File: src/rtl/aes_pkg.sv
// Shared types for the AES decryption controller: opcodes, FSM states, output bundle.
// Latency: n/a (types, constants and pure decode functions only).
// Backpressure: n/a. Optional AESDECFULL support is selected by the AES_DEC_FULL_EN macro.
package aes_pkg;

    // AES-128 round count
    localparam logic [3:0] NR = 4'd10;

    typedef enum logic [2:0] {
        NOOP            = 3'd0,
        AESENC          = 3'd1,
        AESENCLAST      = 3'd2,
        AESKEYGENASSIST = 3'd3,
        AESDEC          = 3'd4,
        AESDECLAST      = 3'd5,
        AESIMC          = 3'd6,
        AESDECFULL      = 3'd7
    } opcode;

    typedef enum logic [1:0] {
        IDLE     = 2'd0,
        INV_SBOX = 2'd1,
        ROUND    = 2'd2,
        FINISH   = 2'd3
    } dec_state_t;

    // Moore-decoded control outputs (everything except rnd_cnt and illegal_op)
    typedef struct packed {
        logic inv_sub;
        logic full_dec;
        logic final_rnd;
        logic zero_rnd;
        logic key_sel;
        logic imc_only;
        logic prev_key;
        logic busy;
        logic cipher_ready;
        logic imc_ready;
    } dec_out_t;

    // Opcodes this controller will latch; everything else except NOOP is illegal
    function automatic logic op_supported(opcode op);
        case (op)
            AESDEC, AESDECLAST, AESIMC: return 1'b1;
`ifdef AES_DEC_FULL_EN
            AESDECFULL:                 return 1'b1;
`endif
            default:                    return 1'b0;
        endcase
    endfunction

    // Output decode for a given state / latched opcode / round index
    function automatic dec_out_t dec_decode(dec_state_t st, opcode op, logic [3:0] cnt);
        dec_out_t o;
        o      = '0;
        o.busy = (st != IDLE);
        case (st)
            INV_SBOX: begin
                if (op == AESDECFULL) begin
                    // round 0 of the full inverse cipher is AddRoundKey only
                    o.zero_rnd = 1'b1;
                    o.key_sel  = 1'b1;
                    o.prev_key = 1'b1;
                end else begin
                    o.inv_sub = 1'b1;
                end
            end
            ROUND: begin
                case (op)
                    AESDEC: begin
                        o.full_dec = 1'b1;
                        o.key_sel  = 1'b1;
                    end
                    AESDECLAST: o.final_rnd = 1'b1;
                    AESIMC:     o.imc_only  = 1'b1;
                    AESDECFULL: begin
                        o.key_sel  = 1'b1;
                        o.prev_key = 1'b1;
                        if (cnt == NR) o.final_rnd = 1'b1;
                        else           o.full_dec  = 1'b1;
                    end
                    default: ;
                endcase
            end
            FINISH: begin
                if (op == AESIMC) o.imc_ready    = 1'b1;
                else              o.cipher_ready = 1'b1;
            end
            default: ;
        endcase
        return o;
    endfunction

endpackage

File: src/rtl/aes_dec_ctrl_if.sv
// Front-end <-> decryption controller bundle: request strobe/opcode in, datapath controls out.
// Latency: n/a (wiring only).
// Backpressure: requests are dropped while busy_o=1; the front end must hold off itself.
interface aes_dec_ctrl_if;
    logic           start_i;
    aes_pkg::opcode opcode_i;
    logic           inv_sub_o;
    logic           full_dec_o;
    logic           final_rnd_o;
    logic           zero_rnd_o;
    logic           key_sel_o;
    logic           imc_only_o;
    logic           prev_key_o;
    logic [3:0]     rnd_cnt_o;
    logic           busy_o;
    logic           cipher_ready_o;
    logic           imc_ready_o;
    logic           illegal_op_o;

    modport master (
        output start_i, opcode_i,
        input  inv_sub_o, full_dec_o, final_rnd_o, zero_rnd_o, key_sel_o, imc_only_o,
               prev_key_o, rnd_cnt_o, busy_o, cipher_ready_o, imc_ready_o, illegal_op_o
    );

    modport slave (
        input  start_i, opcode_i,
        output inv_sub_o, full_dec_o, final_rnd_o, zero_rnd_o, key_sel_o, imc_only_o,
               prev_key_o, rnd_cnt_o, busy_o, cipher_ready_o, imc_ready_o, illegal_op_o
    );
endinterface

File: src/rtl/aes_rnd_cnt.sv
// Round counter for the full inverse cipher: synchronous clear, increment, terminal flag at NR.
// Latency: count updates one cycle after clr_i/inc_i; cnt_nxt_o shows the pending value.
// Backpressure: none; saturates at NR so it never exceeds the round count.
module aes_rnd_cnt
    import aes_pkg::*;
(
    input  logic       clk,
    input  logic       nrst,
    input  logic       clr_i,
    input  logic       inc_i,
    output logic [3:0] cnt_o,
    output logic [3:0] cnt_nxt_o,
    output logic       tc_o
);
    logic [3:0] cnt_q, cnt_d;

    // next count: clear wins, increment stops at NR
    always_comb begin
        cnt_d = cnt_q;
        if (clr_i)                    cnt_d = 4'd0;
        else if (inc_i && cnt_q != NR) cnt_d = cnt_q + 4'd1;
    end

    // count register
    always_ff @(posedge clk or negedge nrst) begin
        if (!nrst) cnt_q <= 4'd0;
        else       cnt_q <= cnt_d;
    end

    assign cnt_o     = cnt_q;
    assign cnt_nxt_o = cnt_d;
    assign tc_o      = (cnt_q == NR);
endmodule

File: src/rtl/aes_dec_ctrl.sv
// AES inverse-cipher control FSM (AESDEC/AESDECLAST/AESIMC, AESDECFULL under AES_DEC_FULL_EN).
// Latency: cipher_ready 3 cycles after accept (12 for AESDECFULL), imc_ready 2, illegal_op 1.
// Backpressure: start_i only sampled in IDLE; requests while busy are silently dropped.
module aes_dec_ctrl
    import aes_pkg::*;
(
    input  logic          clk,
    input  logic          nrst,
    aes_dec_ctrl_if.slave bus
);
    dec_state_t state_q, state_d;
    opcode      opc_q,   opc_d;
    dec_out_t   out_q,   out_d;
    logic       illegal_q, illegal_d;

    logic       cnt_clr, cnt_inc, cnt_tc;
    logic [3:0] cnt_cur, cnt_nxt;

`ifdef AES_DEC_FULL_EN
    aes_rnd_cnt u_rnd_cnt (
        .clk       (clk),
        .nrst      (nrst),
        .clr_i     (cnt_clr),
        .inc_i     (cnt_inc),
        .cnt_o     (cnt_cur),
        .cnt_nxt_o (cnt_nxt),
        .tc_o      (cnt_tc)
    );
`else
    // no multi-round op exists, so there is no counter
    logic cnt_unused;
    assign cnt_unused = cnt_clr | cnt_inc;
    assign cnt_cur    = 4'd0;
    assign cnt_nxt    = 4'd0;
    assign cnt_tc     = 1'b1;
`endif

    // next-state, opcode latch, counter control and registered-output decode
    always_comb begin
        state_d   = state_q;
        opc_d     = opc_q;
        illegal_d = 1'b0;
        cnt_clr   = 1'b0;
        cnt_inc   = 1'b0;
        case (state_q)
            IDLE: begin
                if (bus.start_i && bus.opcode_i != NOOP) begin
                    if (op_supported(bus.opcode_i)) begin
                        opc_d   = bus.opcode_i;
                        state_d = (bus.opcode_i == AESIMC) ? ROUND : INV_SBOX;
                        cnt_clr = 1'b1;
                    end else begin
                        illegal_d = 1'b1;
                    end
                end
            end
            INV_SBOX: begin
                state_d = ROUND;
                cnt_inc = (opc_q == AESDECFULL);
            end
            ROUND: begin
                if (opc_q == AESDECFULL && !cnt_tc) begin
                    cnt_inc = 1'b1;
                end else begin
                    state_d = FINISH;
                    cnt_clr = 1'b1;
                end
            end
            FINISH:  state_d = IDLE;
            default: state_d = IDLE;
        endcase
        // decode from the next state so outputs are flops aligned with state_q
        out_d = dec_decode(state_d, opc_d, cnt_nxt);
    end

    // state, opcode and output registers
    always_ff @(posedge clk or negedge nrst) begin
        if (!nrst) begin
            state_q   <= IDLE;
            opc_q     <= NOOP;
            out_q     <= '0;
            illegal_q <= 1'b0;
        end else begin
            state_q   <= state_d;
            opc_q     <= opc_d;
            out_q     <= out_d;
            illegal_q <= illegal_d;
        end
    end

    assign bus.inv_sub_o      = out_q.inv_sub;
    assign bus.full_dec_o     = out_q.full_dec;
    assign bus.final_rnd_o    = out_q.final_rnd;
    assign bus.zero_rnd_o     = out_q.zero_rnd;
    assign bus.key_sel_o      = out_q.key_sel;
    assign bus.imc_only_o     = out_q.imc_only;
    assign bus.prev_key_o     = out_q.prev_key;
    assign bus.busy_o         = out_q.busy;
    assign bus.cipher_ready_o = out_q.cipher_ready;
    assign bus.imc_ready_o    = out_q.imc_ready;
    assign bus.illegal_op_o   = illegal_q;
    assign bus.rnd_cnt_o      = cnt_cur;
endmodule

File: src/flat_wrapper.sv
// flat-port wrapper written by rule: the top's interface ports become plain ports
module aes_dec_ctrl_flat import aes_pkg::*;
  (clk, nrst, bus_start_i, bus_opcode_i, bus_inv_sub_o, bus_full_dec_o, bus_final_rnd_o, bus_zero_rnd_o, bus_key_sel_o, bus_imc_only_o, bus_prev_key_o, bus_rnd_cnt_o, bus_busy_o, bus_cipher_ready_o, bus_imc_ready_o, bus_illegal_op_o);
  aes_dec_ctrl_if bus_i ();
  input  logic clk;
  input  logic nrst;
  input wire logic [$bits(bus_i.start_i)-1:0] bus_start_i;
  input wire logic [$bits(bus_i.opcode_i)-1:0] bus_opcode_i;
  output wire logic [$bits(bus_i.inv_sub_o)-1:0] bus_inv_sub_o;
  output wire logic [$bits(bus_i.full_dec_o)-1:0] bus_full_dec_o;
  output wire logic [$bits(bus_i.final_rnd_o)-1:0] bus_final_rnd_o;
  output wire logic [$bits(bus_i.zero_rnd_o)-1:0] bus_zero_rnd_o;
  output wire logic [$bits(bus_i.key_sel_o)-1:0] bus_key_sel_o;
  output wire logic [$bits(bus_i.imc_only_o)-1:0] bus_imc_only_o;
  output wire logic [$bits(bus_i.prev_key_o)-1:0] bus_prev_key_o;
  output wire logic [$bits(bus_i.rnd_cnt_o)-1:0] bus_rnd_cnt_o;
  output wire logic [$bits(bus_i.busy_o)-1:0] bus_busy_o;
  output wire logic [$bits(bus_i.cipher_ready_o)-1:0] bus_cipher_ready_o;
  output wire logic [$bits(bus_i.imc_ready_o)-1:0] bus_imc_ready_o;
  output wire logic [$bits(bus_i.illegal_op_o)-1:0] bus_illegal_op_o;
  assign bus_i.start_i = bus_start_i;
  assign bus_i.opcode_i = bus_opcode_i;
  assign bus_inv_sub_o = bus_i.inv_sub_o;
  assign bus_full_dec_o = bus_i.full_dec_o;
  assign bus_final_rnd_o = bus_i.final_rnd_o;
  assign bus_zero_rnd_o = bus_i.zero_rnd_o;
  assign bus_key_sel_o = bus_i.key_sel_o;
  assign bus_imc_only_o = bus_i.imc_only_o;
  assign bus_prev_key_o = bus_i.prev_key_o;
  assign bus_rnd_cnt_o = bus_i.rnd_cnt_o;
  assign bus_busy_o = bus_i.busy_o;
  assign bus_cipher_ready_o = bus_i.cipher_ready_o;
  assign bus_imc_ready_o = bus_i.imc_ready_o;
  assign bus_illegal_op_o = bus_i.illegal_op_o;
  aes_dec_ctrl u_core (.clk(clk), .nrst(nrst), .bus(bus_i));
endmodule
File: config.mk
export PLATFORM = sky130hd
export DESIGN_NAME = aes_dec_ctrl_flat
export DESIGN_NICKNAME = d
export VERILOG_FILES = /design/src/rtl/aes_pkg.sv /design/src/rtl/aes_dec_ctrl_if.sv /design/src/rtl/aes_rnd_cnt.sv /design/src/rtl/aes_dec_ctrl.sv /design/src/flat_wrapper.sv
export SDC_FILE = /design/constraint.sdc
export NUM_CORES = 1
export LEC_CHECK = 0
export ABC_AREA = 1
export CORE_MARGIN = 3
export CORE_UTILIZATION = 30
export DETAILED_ROUTE_END_ITERATION = 7
export GPL_TIMING_DRIVEN = 1
export PLACE_DENSITY = 0.51
export RECOVER_POWER = 100
export SYNTH_ARGS = -nofsm -noshare
export SYNTH_HDL_FRONTEND = slang
export SYNTH_SLANG_ARGS = --single-unit
File: constraint.sdc
create_clock -name clk -period 4.6 [get_ports clk]
set_input_delay 1.15 -clock clk [delete_from_list [all_inputs] [get_ports clk]]
set_output_delay 1.15 -clock clk [all_outputs]
set_load 0.02 [all_outputs]
# Yosys cells after proc, flatten, opt, wreduce, memory -nomap -nowiden
# Cells that the tools add are included.
totals:
  register_bits: 16
  latchBits: 0
  mem_bits_rw: 0
  rom_bits: 0
  output_inout_bits: 15
  memories: 0
op_classes:
  addsub: 0
  n_mul: 0
  n_div: 0
  order_cmp: 0
  n_eq_ne: 13
  shift: 0
  muxes: 27
  bitwise: 0
  n_reduce_logical: 7
op_table:
  columns: ["operator", "n"]
  rows:
  - ["$eq 3x3->1 const B", 7]
  - ["$mux 1", 16]
  - ["$mux 2", 6]
  - ["$mux 3", 3]
  - ["$eq 2x2->1 const B", 4]
  - ["$pmux 2 s4", 1]
  - ["$eq 2x1->1 const B", 2]
  - ["$reduce_or 2->1", 2]
  - ["$reduce_bool 3->1", 1]
  - ["$reduce_or 3->1", 1]
  - ["$logic_not 2->1", 1]
  - ["$pmux 1 s2", 1]
  - ["$reduce_bool 2->1", 1]
  - ["$logic_and 1x1->1", 1]

# Logic depth before layout (Yosys ltp)
# Gate-level depths: netlist of the first run.
logic_depth:
  ltp_word: 12
  ltp_mapped: 11

# Least setup slack after synthesis of the first run
# Ideal clock, no wire load.
synth_timing:
  kind: "input to register"
  start: "input bus_opcode_i[0]"
  end: "register u_core.out_q (netlist bit u_core.bus.prev_key_o)"
  t_arrival_ns: 2.198
  required_time_ns: 4.484
  slack_ns: 2.286
  path_stages: 10
  path_cell_list: "inv_1 > nand2_2 > o31ai_1 > inv_1 > o21ai_0 > o21a_1 > inv_1 > ha_1 > inv_1 > nor2_1"
synth_rtl:
  columns: ["element", "line_no", "source"]
  rows:
  - ["from (decl)", "flat_wrapper.sv:8", "input wire logic [$bits(bus_i.opcode_i)-1:0] bus_opcode_i;"]
  - ["to (signal assigned)", "aes_dec_ctrl.sv:86", "out_q <= out_d;"]
  - ["to (decl)", "aes_dec_ctrl.sv:13", "dec_out_t out_q, out_d;"]

==> results of run 1 <==
-- routing by layer --
layer	up-vias	part of all wire
met5	-	0
met4	0	0.018
met3	2	0.065
met2	16	0.48
met1	253	0.44
li1	293	-
-- cell type report --
class	count	area (µm²)	share of cell area
Inverter	22	82.6	0.0812
Sequential cell	16	400	0.394
Multi-Input combinational cell	50	314	0.309
Tap cell	30	37.5	0.0369
Clock buffer	3	22.5	0.0221
Timing Repair Buffer	16	160	0.157
-- worst max-delay path: cells and delay by family --
kind	cells	cell delay, ps
compound gates	3	540
fa+ha+maj	1	230
buf+inv	3	830
simple gates	2	250
-- worst max path at each step --
| stage | start | to | slack (ps) | cells after the start |
|---|---|---|---|---|
| after global routing | bus_opcode_i[2] | u_core.bus.key_sel_o | 1670 | 9 |
| after global placement | bus_opcode_i[2] | u_core.bus.key_sel_o | 1580 | 9 |
| after detailed placement | bus_opcode_i[2] | u_core.bus.key_sel_o | 1590 | 9 |
| after CTS | bus_opcode_i[2] | u_core.bus.key_sel_o | 1880 | 9 |
| final | bus_opcode_i[2] | u_core.bus.key_sel_o | 1780 | 9 |
| after floorplan | bus_opcode_i[0] | u_core.bus.prev_key_o | 2290 | 10 |
-- power breakdown --
part | leakage [nW] | internal, W | switching (W)
logic | 0.349 | 0.000122 | 0.000207
registers | 0.203 | 0.000187 | 0.0000118
clock network | 0.0138 | 0.0000303 | 0.0000389
total | 0.566 | 0.000339 | 0.000258
-- stage by stage --
step | setup WS, ps | total power (W) | instances | cell area [µm²]
after detailed placement | 1590 | 0.000567 | 134 | 1020
after global routing | 1670 | 0.000663 | 137 | 1020
after global placement | 1580 | 0.000565 | 134 | 1020
final | 1780 | 0.000597 | 137 | 1020
after CTS | 1880 | 0.000639 | 137 | 1040
after floorplan | 2290 | 0.000466 | 93 | 860
-- flip-flops by register name, summed over array words and instances (netlist names) --
register / flops
u_core.opc_q: 3
u_core.state_q: 2
u_core.bus.busy_o: 1
u_core.bus.cipher_ready_o: 1
u_core.bus.final_rnd_o: 1
u_core.bus.full_dec_o: 1
u_core.bus.illegal_op_o: 1
u_core.bus.imc_only_o: 1
u_core.bus.imc_ready_o: 1
u_core.bus.inv_sub_o: 1
u_core.bus.key_sel_o: 1
u_core.bus.prev_key_o: 1
u_core.bus.zero_rnd_o: 1
-- synthesized netlist by cell type --
master                    count
sky130_fd_sc_hd__a22oi_1      1
sky130_fd_sc_hd__a21oi_1      1
sky130_fd_sc_hd__buf_4        4
sky130_fd_sc_hd__inv_1       20
sky130_fd_sc_hd__nor2_4       1
sky130_fd_sc_hd__a21oi_4      1
sky130_fd_sc_hd__conb_1       1
sky130_fd_sc_hd__o31ai_1      1
sky130_fd_sc_hd__inv_2        2
sky130_fd_sc_hd__nand3_2      1
sky130_fd_sc_hd__o21a_1       1
sky130_fd_sc_hd__nand2_2      7
sky130_fd_sc_hd__nor3_1       1
sky130_fd_sc_hd__buf_6        1
sky130_fd_sc_hd__o21ai_0      3
sky130_fd_sc_hd__dfrtp_1     16
sky130_fd_sc_hd__nand3_4      1
sky130_fd_sc_hd__nand3_1      3
sky130_fd_sc_hd__or2_1        1
sky130_fd_sc_hd__a21oi_2      1
sky130_fd_sc_hd__ha_1         7
sky130_fd_sc_hd__nor2_1       9
sky130_fd_sc_hd__nand2_1      6
-- kinds of logic (layout without fill, tap and decap cells) --
group	Yosys count	count (layout)	synth area share
buffers and inverters	27	41	0.146
flip-flops	16	16	0.472
AND/OR/NAND/NOR	30	30	0.195
adder cells (fa/ha/maj)	7	7	0.103
AO/OA/AOI/OAI	9	9	0.0797
other	1	4	0.00442
==> metrics.txt, run 1 <==
# TYPE chip_impl_metric gauge
chip_impl_info{name="timing.critical_path.slowest_stage_cell",value="sky130_fd_sc_hd__dlygate4sd3_1"} 1
chip_impl_info{name="gr-max-usage-layer",value="met2"} 1
chip_impl_metric{name="postCtsResizedCells",unit=""} 0
chip_impl_info{name="synth.area.top_cells",value="sky130_fd_sc_hd__dfrtp_1, sky130_fd_sc_hd__ha_1, sky130_fd_sc_hd__inv_1"} 1
chip_impl_metric{name="worst_ep_arrival_time",unit="ps"} 3000
chip_impl_metric{name="critical_path.max_stage_delay",unit="ps"} 600
chip_impl_metric{name="maximum_number_of_pins_on_one_net_before_global_route_repair",unit=""} 17
chip_impl_info{name="rsz0062_at_grt",value="false"} 1
chip_impl_metric{name="finish.utilization",unit=""} 0.393
chip_impl_metric{name="worst_ir_drop_vdd",unit="V"} 0.000311
chip_impl_metric{name="number_of_buffers_created_by_cts",unit=""} 3
chip_impl_metric{name="fp-row-count",unit=""} 18
chip_impl_metric{name="postRouteWirelength",unit="µm"} 1300
chip_impl_info{name="hold_crit_endpoint",value="u_core.opc_q[1]"} 1
chip_impl_metric{name="leakage",unit="nW"} 0.566
chip_impl_metric{name="path_max_fanout",unit=""} 4
chip_impl_metric{name="route.detailed.drc",unit=""} 0
chip_impl_metric{name="min_path_cells",unit=""} 2
chip_impl_metric{name="final_period_minus_worst_setup_slack",unit="ps"} 2820
chip_impl_metric{name="initial_antenna_violation_count",unit=""} 0
chip_impl_metric{name="grt_util_met1",unit=""} 0.106
chip_impl_metric{name="yosys_warnings",unit=""} 0
chip_impl_metric{name="worstRegToRegCells",unit=""} 10
chip_impl_metric{name="achievable-frequency",unit="MHz"} 354
chip_impl_metric{name="yosys_register_bits",unit=""} 16
chip_impl_info{name="final_cell_mix",value="sky130_fd_sc_hd__inv_1, sky130_fd_sc_hd__dfrtp_1, sky130_fd_sc_hd__dlygate4sd3_1"} 1
chip_impl_metric{name="coreArea",unit="µm²"} 2590
chip_impl_info{name="timing.critical_path.from_type",value="primary input"} 1
chip_impl_metric{name="drt-wirelength-per-cell",unit="µm"} 9.52
chip_impl_metric{name="fp.dieArea",unit="µm²"} 3500
chip_impl_metric{name="post-synth-top-area-fraction",unit=""} 0.472
chip_impl_info{name="worst_r2r_startpoint",value="u_core.state_q[1]"} 1
chip_impl_metric{name="postRouteAntennaNets",unit=""} 0
chip_impl_info{name="run_status",value="finished clean"} 1
chip_impl_metric{name="setup_violations",unit=""} 0
chip_impl_info{name="timing.setup.critical_path_class",value="in -> reg"} 1
chip_impl_metric{name="nFillCells",unit=""} 271
chip_impl_metric{name="num_antenna_cells",unit=""} 0
chip_impl_info{name="rr_endpoint",value="u_core.bus.key_sel_o"} 1
chip_impl_metric{name="vias",unit=""} 564
chip_impl_metric{name="die_w",unit="µm"} 59.2
chip_impl_metric{name="synthCells",unit=""} 90
chip_impl_info{name="most_common_cell_after_layout_fill_and_taps_aside",value="sky130_fd_sc_hd__inv_1"} 1
chip_impl_info{name="cts_root_buf",value="sky130_fd_sc_hd__clkbuf_4"} 1
chip_impl_metric{name="synthesis.area",unit="µm²"} 848
chip_impl_metric{name="hold-worst-slack",unit="ps"} 573
chip_impl_metric{name="flow.area_growth_from_synthesis",unit="%"} 19.9
chip_impl_metric{name="final_net_count",unit=""} 122
chip_impl_metric{name="globalRoute.totalOverflow",unit=""} 0
chip_impl_metric{name="track_usage",unit=""} 0.0877
chip_impl_metric{name="syn_avg_cell_area",unit="µm²"} 9.43
chip_impl_metric{name="post-route-period-util",unit=""} 0.614
chip_impl_metric{name="num_io_pins",unit=""} 21
chip_impl_metric{name="drt-pass1-iter-count",unit=""} 2
chip_impl_metric{name="clock_latency_reported_for_the_late_side_of_the_worst_skew_pair",unit="ps"} 280
chip_impl_metric{name="first_pass_grt_wire_length",unit="µm"} 2280
chip_impl_info{name="crit_chain",value="dlygate4sd3_1 > nand2_1 > o31ai_1 > inv_1 > a22oi_1 > inv_1 > ha_1 > nand2_1 > a21oi_2"} 1
chip_impl_metric{name="pwr_density_cell",unit="nW/µm²"} 587
chip_impl_metric{name="finalWeightedCongestion",unit=""} 0.665
chip_impl_metric{name="setup_slack_reg_to_reg",unit="ps"} 2830
chip_impl_metric{name="clockBufferDepth",unit=""} 2
chip_impl_metric{name="synth.distinct_cells",unit=""} 23
chip_impl_metric{name="seq_area_frac_synth",unit=""} 0.472
chip_impl_info{name="timing.hold.worst.start",value="u_core.opc_q[1]"} 1
chip_impl_metric{name="maxSlewHeadroom",unit=""} 0.534
chip_impl_info{name="cts_tree",value="yes"} 1
chip_impl_metric{name="timing.critical_path.required",unit="ps"} 4770
chip_impl_metric{name="grtUsageMet2",unit=""} 0.139
chip_impl_metric{name="initial_utilization",unit=""} 0.328
chip_impl_metric{name="finalMaxSlewViolations",unit=""} 0
chip_impl_metric{name="cts.reportedPaths.clkPinSlew",unit="ps"} 80
chip_impl_info{name="hold_path_class",value="reg -> reg"} 1
chip_impl_metric{name="numClockSinks",unit=""} 16
chip_impl_metric{name="fp.dieH",unit="µm"} 59.2
chip_impl_info{name="cp-end-kind",value="flip-flop"} 1
chip_impl_metric{name="report.final.hold_viol_count",unit=""} 0
chip_impl_metric{name="worstMarginPinSlew",unit="ps"} 697
chip_impl_metric{name="cts_h_tree_depth",unit=""} 1
chip_impl_metric{name="drtIter0Drc",unit=""} 17
chip_impl_metric{name="final.setup_skew",unit="ps"} 4.34
chip_impl_metric{name="viasPerCell",unit=""} 4.12
chip_impl_metric{name="drv_cap",unit=""} 0
chip_impl_info{name="synth_top_area_cell",value="sky130_fd_sc_hd__dfrtp_1"} 1
chip_impl_metric{name="final_layout_size_suffix_gt1_frac",unit=""} 0.103
chip_impl_metric{name="grt.met3_usage",unit=""} 0.0327
chip_impl_metric{name="setup_total_negative_slack",unit="ps"} 0
chip_impl_metric{name="buffer_ports.inserted",unit=""} 16
chip_impl_metric{name="detailed_place_hpwl",unit="µm"} 1090
chip_impl_metric{name="post_cts_buffers",unit=""} 0
chip_impl_metric{name="cts.hold.buffers_added",unit=""} 0
chip_impl_metric{name="grt_pass1_vias",unit=""} 554
Note: power is estimated with default switching activity, not from simulation.
==> inputs of run 2 (changes only) <==
--- a/config.mk
+++ b/config.mk
@@ -10,7 +10,7 @@
 export CORE_UTILIZATION = 30
 export DETAILED_ROUTE_END_ITERATION = 7
 export GPL_TIMING_DRIVEN = 1
-export PLACE_DENSITY = 0.51
+export PLACE_DENSITY = 0.53
 export RECOVER_POWER = 100
 export SYNTH_ARGS = -nofsm -noshare
 export SYNTH_HDL_FRONTEND = slang
==> constraint.sdc (replaced) <==
create_clock -name clk -period 2.4 [get_ports clk]
set_input_delay 0.6 -clock clk [delete_from_list [all_inputs] [get_ports clk]]
set_output_delay 0.6 -clock clk [all_outputs]
set_load 0.02 [all_outputs]
==> metrics.txt, run 2 (synthesis results as in run 1) <==
# TYPE chip_impl_metric gauge
chip_impl_metric{name="route.detailed.drc",unit=""} 0
chip_impl_metric{name="postRouteWirelength",unit="µm"} 1350
chip_impl_metric{name="cts.hold.buffers_added",unit=""} 0
chip_impl_metric{name="worst_ir_drop_vdd",unit="V"} 0.000494
chip_impl_metric{name="cts_h_tree_depth",unit=""} 1
chip_impl_metric{name="first_pass_grt_wire_length",unit="µm"} 2240
chip_impl_metric{name="numClockSinks",unit=""} 16
chip_impl_info{name="cp-end-kind",value="flip-flop"} 1
chip_impl_metric{name="final_layout_size_suffix_gt1_frac",unit=""} 0.144
chip_impl_metric{name="viasPerCell",unit=""} 4.09
chip_impl_info{name="critical-path-top-delay-family",value="buffers and inverters"} 1
chip_impl_metric{name="buffer_ports.inserted",unit=""} 16
chip_impl_metric{name="final.setup_skew",unit="ps"} 4.57
chip_impl_metric{name="post_cts_buffers",unit=""} 0
chip_impl_metric{name="hold-worst-slack",unit="ps"} 547
chip_impl_metric{name="post-route-period-util",unit=""} 0.897
chip_impl_metric{name="initial_utilization",unit=""} 0.328
chip_impl_metric{name="num_io_pins",unit=""} 21
chip_impl_metric{name="largest_register_ff_count",unit=""} 3
chip_impl_metric{name="drt-pass1-iter-count",unit=""} 4
chip_impl_metric{name="postCtsResizedCells",unit=""} 0
chip_impl_info{name="most_common_cell_after_layout_fill_and_taps_aside",value="sky130_fd_sc_hd__inv_1"} 1
chip_impl_info{name="layout_top_registers",value="u_core.opc_q (3), u_core.state_q (2)"} 1
chip_impl_metric{name="final_period_minus_worst_setup_slack",unit="ps"} 2150
chip_impl_metric{name="report.final.hold_viol_count",unit=""} 0
chip_impl_metric{name="detailed_place_hpwl",unit="µm"} 1080
chip_impl_metric{name="layout.area.seq",unit="µm²"} 400
chip_impl_metric{name="drtIter0Drc",unit=""} 16
chip_impl_metric{name="worstMarginPinSlew",unit="ps"} 714
chip_impl_metric{name="die_w",unit="µm"} 59.2
chip_impl_metric{name="clockBufferDepth",unit=""} 2
chip_impl_info{name="timing.setup.critical_path_class",value="in -> reg"} 1
chip_impl_info{name="cp_common_cell",value="sky130_fd_sc_hd__inv_1"} 1
chip_impl_metric{name="pwr_density_cell",unit="nW/µm²"} 1150
chip_impl_metric{name="num_antenna_cells",unit=""} 0
chip_impl_metric{name="achievable-frequency",unit="MHz"} 464
chip_impl_metric{name="maximum_number_of_pins_on_one_net_before_global_route_repair",unit=""} 17
chip_impl_info{name="timing.critical_path.slowest_stage_cell",value="sky130_fd_sc_hd__dlygate4sd3_1"} 1
chip_impl_metric{name="flow.area_growth_from_synthesis",unit="%"} 24.3
chip_impl_info{name="final_cell_mix",value="sky130_fd_sc_hd__inv_1, sky130_fd_sc_hd__dfrtp_1, sky130_fd_sc_hd__dlygate4sd3_1"} 1
chip_impl_info{name="cts_root_buf",value="sky130_fd_sc_hd__clkbuf_4"} 1
chip_impl_metric{name="fp-row-count",unit=""} 18
chip_impl_info{name="rsz0062_at_grt",value="false"} 1
chip_impl_metric{name="final_net_count",unit=""} 125
chip_impl_metric{name="drv_cap",unit=""} 0
chip_impl_metric{name="leakage",unit="nW"} 0.589
chip_impl_metric{name="fp.dieArea",unit="µm²"} 3500
chip_impl_metric{name="worst_ep_arrival_time",unit="ps"} 2330
chip_impl_metric{name="finalMaxSlewViolations",unit=""} 0
chip_impl_info{name="hold_path_class",value="reg -> reg"} 1
chip_impl_metric{name="cts.reportedPaths.clkPinSlew",unit="ps"} 90
chip_impl_metric{name="fp.dieH",unit="µm"} 59.2
chip_impl_metric{name="drt-wirelength-per-cell",unit="µm"} 9.55
chip_impl_metric{name="maxSlewHeadroom",unit=""} 0.522
chip_impl_info{name="run_status",value="finished clean"} 1
chip_impl_metric{name="multi_input_comb_area",unit="µm²"} 315
chip_impl_metric{name="critical_path.max_stage_delay",unit="ps"} 590
chip_impl_metric{name="number_of_buffers_created_by_cts",unit=""} 3
chip_impl_info{name="register_name_with_the_most_flops",value="u_core.opc_q"} 1
chip_impl_metric{name="nFillCells",unit=""} 260
chip_impl_info{name="timing.critical_path.from_type",value="primary input"} 1
chip_impl_metric{name="finish.utilization",unit=""} 0.407
chip_impl_metric{name="globalRoute.totalOverflow",unit=""} 0
chip_impl_metric{name="initial_antenna_violation_count",unit=""} 0
chip_impl_metric{name="critPathBufInv",unit=""} 4
chip_impl_metric{name="coreArea",unit="µm²"} 2590
chip_impl_metric{name="setup_violations",unit=""} 0
chip_impl_metric{name="setup_total_negative_slack",unit="ps"} 0
chip_impl_metric{name="vias",unit=""} 577
chip_impl_info{name="cts_tree",value="yes"} 1
chip_impl_metric{name="path_max_fanout",unit=""} 3
chip_impl_metric{name="track_usage",unit=""} 0.0868
chip_impl_metric{name="postRouteAntennaNets",unit=""} 0
chip_impl_info{name="crit_chain",value="dlygate4sd3_1 > inv_1 > o31ai_1 > inv_1 > a22oi_1 > inv_1 > ha_1 > nand2_2 > a21oi_1"} 1
chip_impl_metric{name="finalWeightedCongestion",unit=""} 0.722
chip_impl_metric{name="timing.critical_path.required",unit="ps"} 2580
chip_impl_metric{name="grt_pass1_vias",unit=""} 553
chip_impl_metric{name="clock_latency_reported_for_the_late_side_of_the_worst_skew_pair",unit="ps"} 290
## run 2: cell count changes in the layout (fill, tap and decap cells not counted)
| cell | delta |
|---|---|
| sky130_fd_sc_hd__buf_4 | +3 |
| sky130_fd_sc_hd__nand2_2 | +2 |
| sky130_fd_sc_hd__a21oi_1 | +1 |
| sky130_fd_sc_hd__a21oi_2 | -1 |
| sky130_fd_sc_hd__clkbuf_8 | +1 |
| sky130_fd_sc_hd__nand2_1 | -2 |
## run 2: area by class of cell
class,count,area share
clock buffers,4,0.0344
inverters,22,0.0783
well taps,30,0.0356
multi-input cells,50,0.299
flip-flops and latches,16,0.380
repair buffers,19,0.173
## run 2: per-layer routing
layer  share of wire  wire [µm]  global-route usage  vias to the layer above
met3           0.072         97              0.0327                        5
met1            0.44        589              0.0965                      255
met2            0.46        621               0.142                       16
met4           0.028         38              0.0485                        0
met5               0          0                   0                        -
li1                -          -                   -                      301
## run 2: final timing paths
kind                                         from                 endpoint  slack, ps  cells past startpoint
worst min register to register    u_core.opc_q[1]          u_core.opc_q[1]        550                      2
max in group asynchronous                    nrst     u_core.bus.key_sel_o       1150                      1
worst max register to register  u_core.state_q[0]     u_core.bus.key_sel_o        640                     10
min in group asynchronous                    nrst  u_core.bus.illegal_op_o        800                      1
worst max-delay path              bus_opcode_i[1]     u_core.bus.key_sel_o        250                      9
worst min-delay path              u_core.opc_q[1]          u_core.opc_q[1]        550                      2
## run 2: through the flow
step | instances | setup WS [ps] | power [W] | area, µm²
after global placement | 137 | 45.2 | 0.00111 | 1040
after detailed placement | 137 | 31.0 | 0.00111 | 1040
after floorplan | 93 | 636 | 0.000894 | 860
after CTS | 141 | 332 | 0.00130 | 1070
final | 141 | 246 | 0.00121 | 1050
after global routing | 141 | 98.3 | 0.00134 | 1050
## run 2: where the power goes
group	internal, W	switching, W	leakage, nW	total, W
Clock	0.0000924	0.0000827	0.0210	0.000175
Combinational	0.000260	0.000395	0.365	0.000655
Sequential	0.000359	0.0000208	0.203	0.000380
Total	0.000711	0.000498	0.589	0.00121
## run 2: worst min-delay path, stage by stage (launching register included)
cell	delay [ps]
sky130_fd_sc_hd__dfrtp_1	350
sky130_fd_sc_hd__nand2_1	60
sky130_fd_sc_hd__nand2_2	100
==> inputs of run 3 (changes only) <==
--- a/config.mk
+++ b/config.mk
@@ -10,7 +10,6 @@
 export CORE_UTILIZATION = 30
 export DETAILED_ROUTE_END_ITERATION = 7
 export GPL_TIMING_DRIVEN = 1
-export PLACE_DENSITY = 0.53
 export RECOVER_POWER = 100
 export SYNTH_ARGS = -nofsm -noshare
 export SYNTH_HDL_FRONTEND = slang
==> metrics.txt, run 3 (synthesis results as in run 1) <==
# TYPE chip_impl_metric gauge
chip_impl_info{name="run_status",value="finished clean"} 1
chip_impl_metric{name="p_sw",unit="W"} 0.000509
chip_impl_info{name="cp-end-kind",value="flip-flop"} 1
chip_impl_metric{name="number_of_buffers_created_by_cts",unit=""} 3
chip_impl_metric{name="pwr_density_cell",unit="nW/µm²"} 1150
chip_impl_metric{name="track_usage",unit=""} 0.0947
chip_impl_metric{name="share_comb_of_total_power",unit=""} 0.535
chip_impl_info{name="timing.hold.worst.start",value="u_core.opc_q[0]"} 1
chip_impl_metric{name="cts.reportedPaths.clkPinSlew",unit="ps"} 100
chip_impl_metric{name="min_path_cells",unit=""} 2
chip_impl_info{name="final_cell_mix",value="sky130_fd_sc_hd__inv_1, sky130_fd_sc_hd__dfrtp_1, sky130_fd_sc_hd__dlygate4sd3_1"} 1
chip_impl_metric{name="leakage",unit="nW"} 0.582
chip_impl_metric{name="cts.hold.buffers_added",unit=""} 0
chip_impl_metric{name="fp.dieH",unit="µm"} 59.2
chip_impl_info{name="most_common_cell_after_layout_fill_and_taps_aside",value="sky130_fd_sc_hd__inv_1"} 1
chip_impl_metric{name="drt-pass1-iter-count",unit=""} 4
chip_impl_metric{name="power.sequential.fraction",unit=""} 0.318
chip_impl_metric{name="maxSlewHeadroom",unit=""} 0.508
chip_impl_metric{name="final_layout_size_suffix_gt1_frac",unit=""} 0.126
chip_impl_metric{name="hold-worst-slack",unit="ps"} 623
chip_impl_metric{name="detailed_place_hpwl",unit="µm"} 1170
chip_impl_metric{name="vias",unit=""} 595
chip_impl_info{name="timing.critical_path.slowest_stage_cell",value="sky130_fd_sc_hd__clkdlybuf4s50_1"} 1
chip_impl_metric{name="placed_cells_incl_taps",unit=""} 137
chip_impl_metric{name="num_io_pins",unit=""} 21
chip_impl_info{name="worst_r2r_startpoint",value="u_core.state_q[0]"} 1
chip_impl_metric{name="postRouteAntennaNets",unit=""} 0
chip_impl_metric{name="final_critical_path_setup_slack",unit="ps"} 259
chip_impl_metric{name="dp_slack",unit="ps"} -13.5
chip_impl_metric{name="flow.area_growth_from_synthesis",unit="%"} 23.3
chip_impl_info{name="cts_tree",value="yes"} 1
chip_impl_metric{name="finalWeightedCongestion",unit=""} 0.806
chip_impl_metric{name="drtIter0Drc",unit=""} 16
chip_impl_metric{name="buffer_ports.inserted",unit=""} 16
chip_impl_metric{name="die_w",unit="µm"} 59.2
chip_impl_info{name="timing.setup.critical_path_class",value="in -> reg"} 1
chip_impl_metric{name="post_cts_buffers",unit=""} 0
chip_impl_info{name="cts_root_buf",value="sky130_fd_sc_hd__clkbuf_4"} 1
chip_impl_metric{name="viasPerCell",unit=""} 4.22
chip_impl_metric{name="layout.cells.non_filler",unit=""} 141
chip_impl_metric{name="fp-row-count",unit=""} 18
chip_impl_metric{name="postCtsResizedCells",unit=""} 0
chip_impl_metric{name="path_max_fanout",unit=""} 4
chip_impl_metric{name="worst_ir_drop_vdd",unit="V"} 0.000518
chip_impl_metric{name="fp.dieArea",unit="µm²"} 3500
chip_impl_metric{name="postRouteWirelength",unit="µm"} 1480
chip_impl_info{name="crit_chain",value="clkdlybuf4s50_1 > inv_1 > o31ai_1 > inv_1 > a22oi_1 > inv_1 > ha_1 > nand2_1 > a21oi_1"} 1
chip_impl_info{name="timing.critical_path.from_type",value="primary input"} 1
chip_impl_info{name="rr_endpoint",value="u_core.bus.key_sel_o"} 1
chip_impl_metric{name="final.setup_skew",unit="ps"} 8.13
chip_impl_metric{name="drt-wirelength-per-cell",unit="µm"} 10.5
chip_impl_metric{name="setup_violations",unit=""} 0
chip_impl_info{name="layout_top_registers",value="u_core.opc_q (3), u_core.state_q (2)"} 1
chip_impl_metric{name="layout.area.seq",unit="µm²"} 400
chip_impl_metric{name="final_period_minus_worst_setup_slack",unit="ps"} 2140
chip_impl_metric{name="post-route-period-util",unit=""} 0.892
chip_impl_metric{name="finalMaxSlewViolations",unit=""} 0
chip_impl_metric{name="final_net_count",unit=""} 125
chip_impl_metric{name="worst_ep_arrival_time",unit="ps"} 2330
chip_impl_metric{name="clock_power_share",unit=""} 0.147
chip_impl_metric{name="first_pass_grt_wire_length",unit="µm"} 2470
chip_impl_metric{name="grt_pass1_vias",unit=""} 609
chip_impl_metric{name="internal_power",unit="W"} 0.000694
chip_impl_metric{name="cts_h_tree_depth",unit=""} 1
chip_impl_metric{name="drv_cap",unit=""} 0
chip_impl_info{name="start_point_of_the_critical_path",value="bus_opcode_i[1]"} 1
chip_impl_metric{name="route.detailed.drc",unit=""} 0
chip_impl_info{name="hold_path_class",value="reg -> reg"} 1
chip_impl_metric{name="clock_latency_reported_for_the_late_side_of_the_worst_skew_pair",unit="ps"} 290
chip_impl_metric{name="num_antenna_cells",unit=""} 0
chip_impl_metric{name="clockBufferDepth",unit=""} 2
chip_impl_metric{name="initial_antenna_violation_count",unit=""} 0
chip_impl_metric{name="initial_utilization",unit=""} 0.328
chip_impl_info{name="setup.worst_path.end",value="u_core.bus.key_sel_o"} 1
chip_impl_metric{name="multi_input_comb_area",unit="µm²"} 310
chip_impl_metric{name="report.final.hold_viol_count",unit=""} 0
chip_impl_metric{name="achievable-frequency",unit="MHz"} 467
chip_impl_metric{name="maximum_number_of_pins_on_one_net_before_global_route_repair",unit=""} 17
chip_impl_metric{name="setup_slack_reg_to_reg",unit="ps"} 650
chip_impl_metric{name="power.share.switching",unit=""} 0.423
chip_impl_metric{name="coreArea",unit="µm²"} 2590
chip_impl_info{name="cp_common_cell",value="sky130_fd_sc_hd__inv_1"} 1
chip_impl_info{name="rsz0062_at_grt",value="false"} 1
chip_impl_metric{name="globalRoute.totalOverflow",unit=""} 0
chip_impl_metric{name="worstMarginPinSlew",unit="ps"} 735
chip_impl_metric{name="largest_register_ff_count",unit=""} 3
chip_impl_metric{name="timing.critical_path.required",unit="ps"} 2580
chip_impl_info{name="register_name_with_the_most_flops",value="u_core.opc_q"} 1
chip_impl_metric{name="nFillCells",unit=""} 265
chip_impl_metric{name="worstRegToRegCells",unit=""} 10
chip_impl_metric{name="numClockSinks",unit=""} 16
chip_impl_metric{name="critical_path.max_stage_delay",unit="ps"} 540
==> run 3: cell types whose count changed in the layout (fill, tap and decap cells not counted), sizes merged <==
cell and change:
clkbuf +1, buf -1, dlygate4sd3 -1, clkdlybuf4s50 +1
==> run 3: worst max-delay path, delay by kind of cell <==
| family | cells | cell delay (ps) |
|---|---|---|
| adders and majority gates | 1 | 230 |
| buffers and inverters | 4 | 840 |
| AOI/OAI and AO/OA | 3 | 570 |
| and+or+nand+nor | 1 | 90 |
==> run 3: worst min path at each step <==
stage	end	slack [ps]
after CTS	u_core.opc_q[1]	590
after global placement	u_core.opc_q[1]	540
after floorplan	u_core.bus.busy_o	300
after detailed placement	u_core.opc_q[1]	560
after global routing	u_core.opc_q[0]	640
final	u_core.opc_q[0]	620
==> run 3: metal layers <==
| metal | up-vias | GRT usage | wire length [µm] |
|---|---|---|---|
| met4 | 0 | 0.0485 | 28 |
| met3 | 4 | 0.0261 | 99 |
| met5 | - | 0 | 0 |
| met1 | 271 | 0.105 | 637 |
| li1 | 301 | - | - |
| met2 | 19 | 0.164 | 716 |
==> run 3: final cells by class <==
cell class,instances,area share
sequential,16,0.383
multi-input combinational,50,0.297
timing repair buffer,19,0.171
inverter,22,0.0789
tap,30,0.0359
clock buffer,4,0.0347
==> run 3: stage by stage <==
step           utilization  setup TNS (ps)  total power [W]  cell area [µm²]
2_1_floorplan            -               0         0.000894              860
3_3_place_gp         0.401               0          0.00110             1040
3_5_place_dp         0.401           -13.5          0.00112             1040
4_1_cts              0.415               0          0.00131             1070
5_1_grt              0.404               0          0.00133             1050
6_report             0.404               0          0.00120             1050
==> run 3: power by group through the flow <==
stage | combinational [W] | sequential (W) | clock (W)
after floorplan | 0.000444 | 0.000450 | 0
after global placement | 0.000714 | 0.000389 | 0
after detailed placement | 0.000725 | 0.000393 | 0
after CTS | 0.000737 | 0.000387 | 0.000185
after global routing | 0.000741 | 0.000392 | 0.000194
final | 0.000643 | 0.000383 | 0.000177
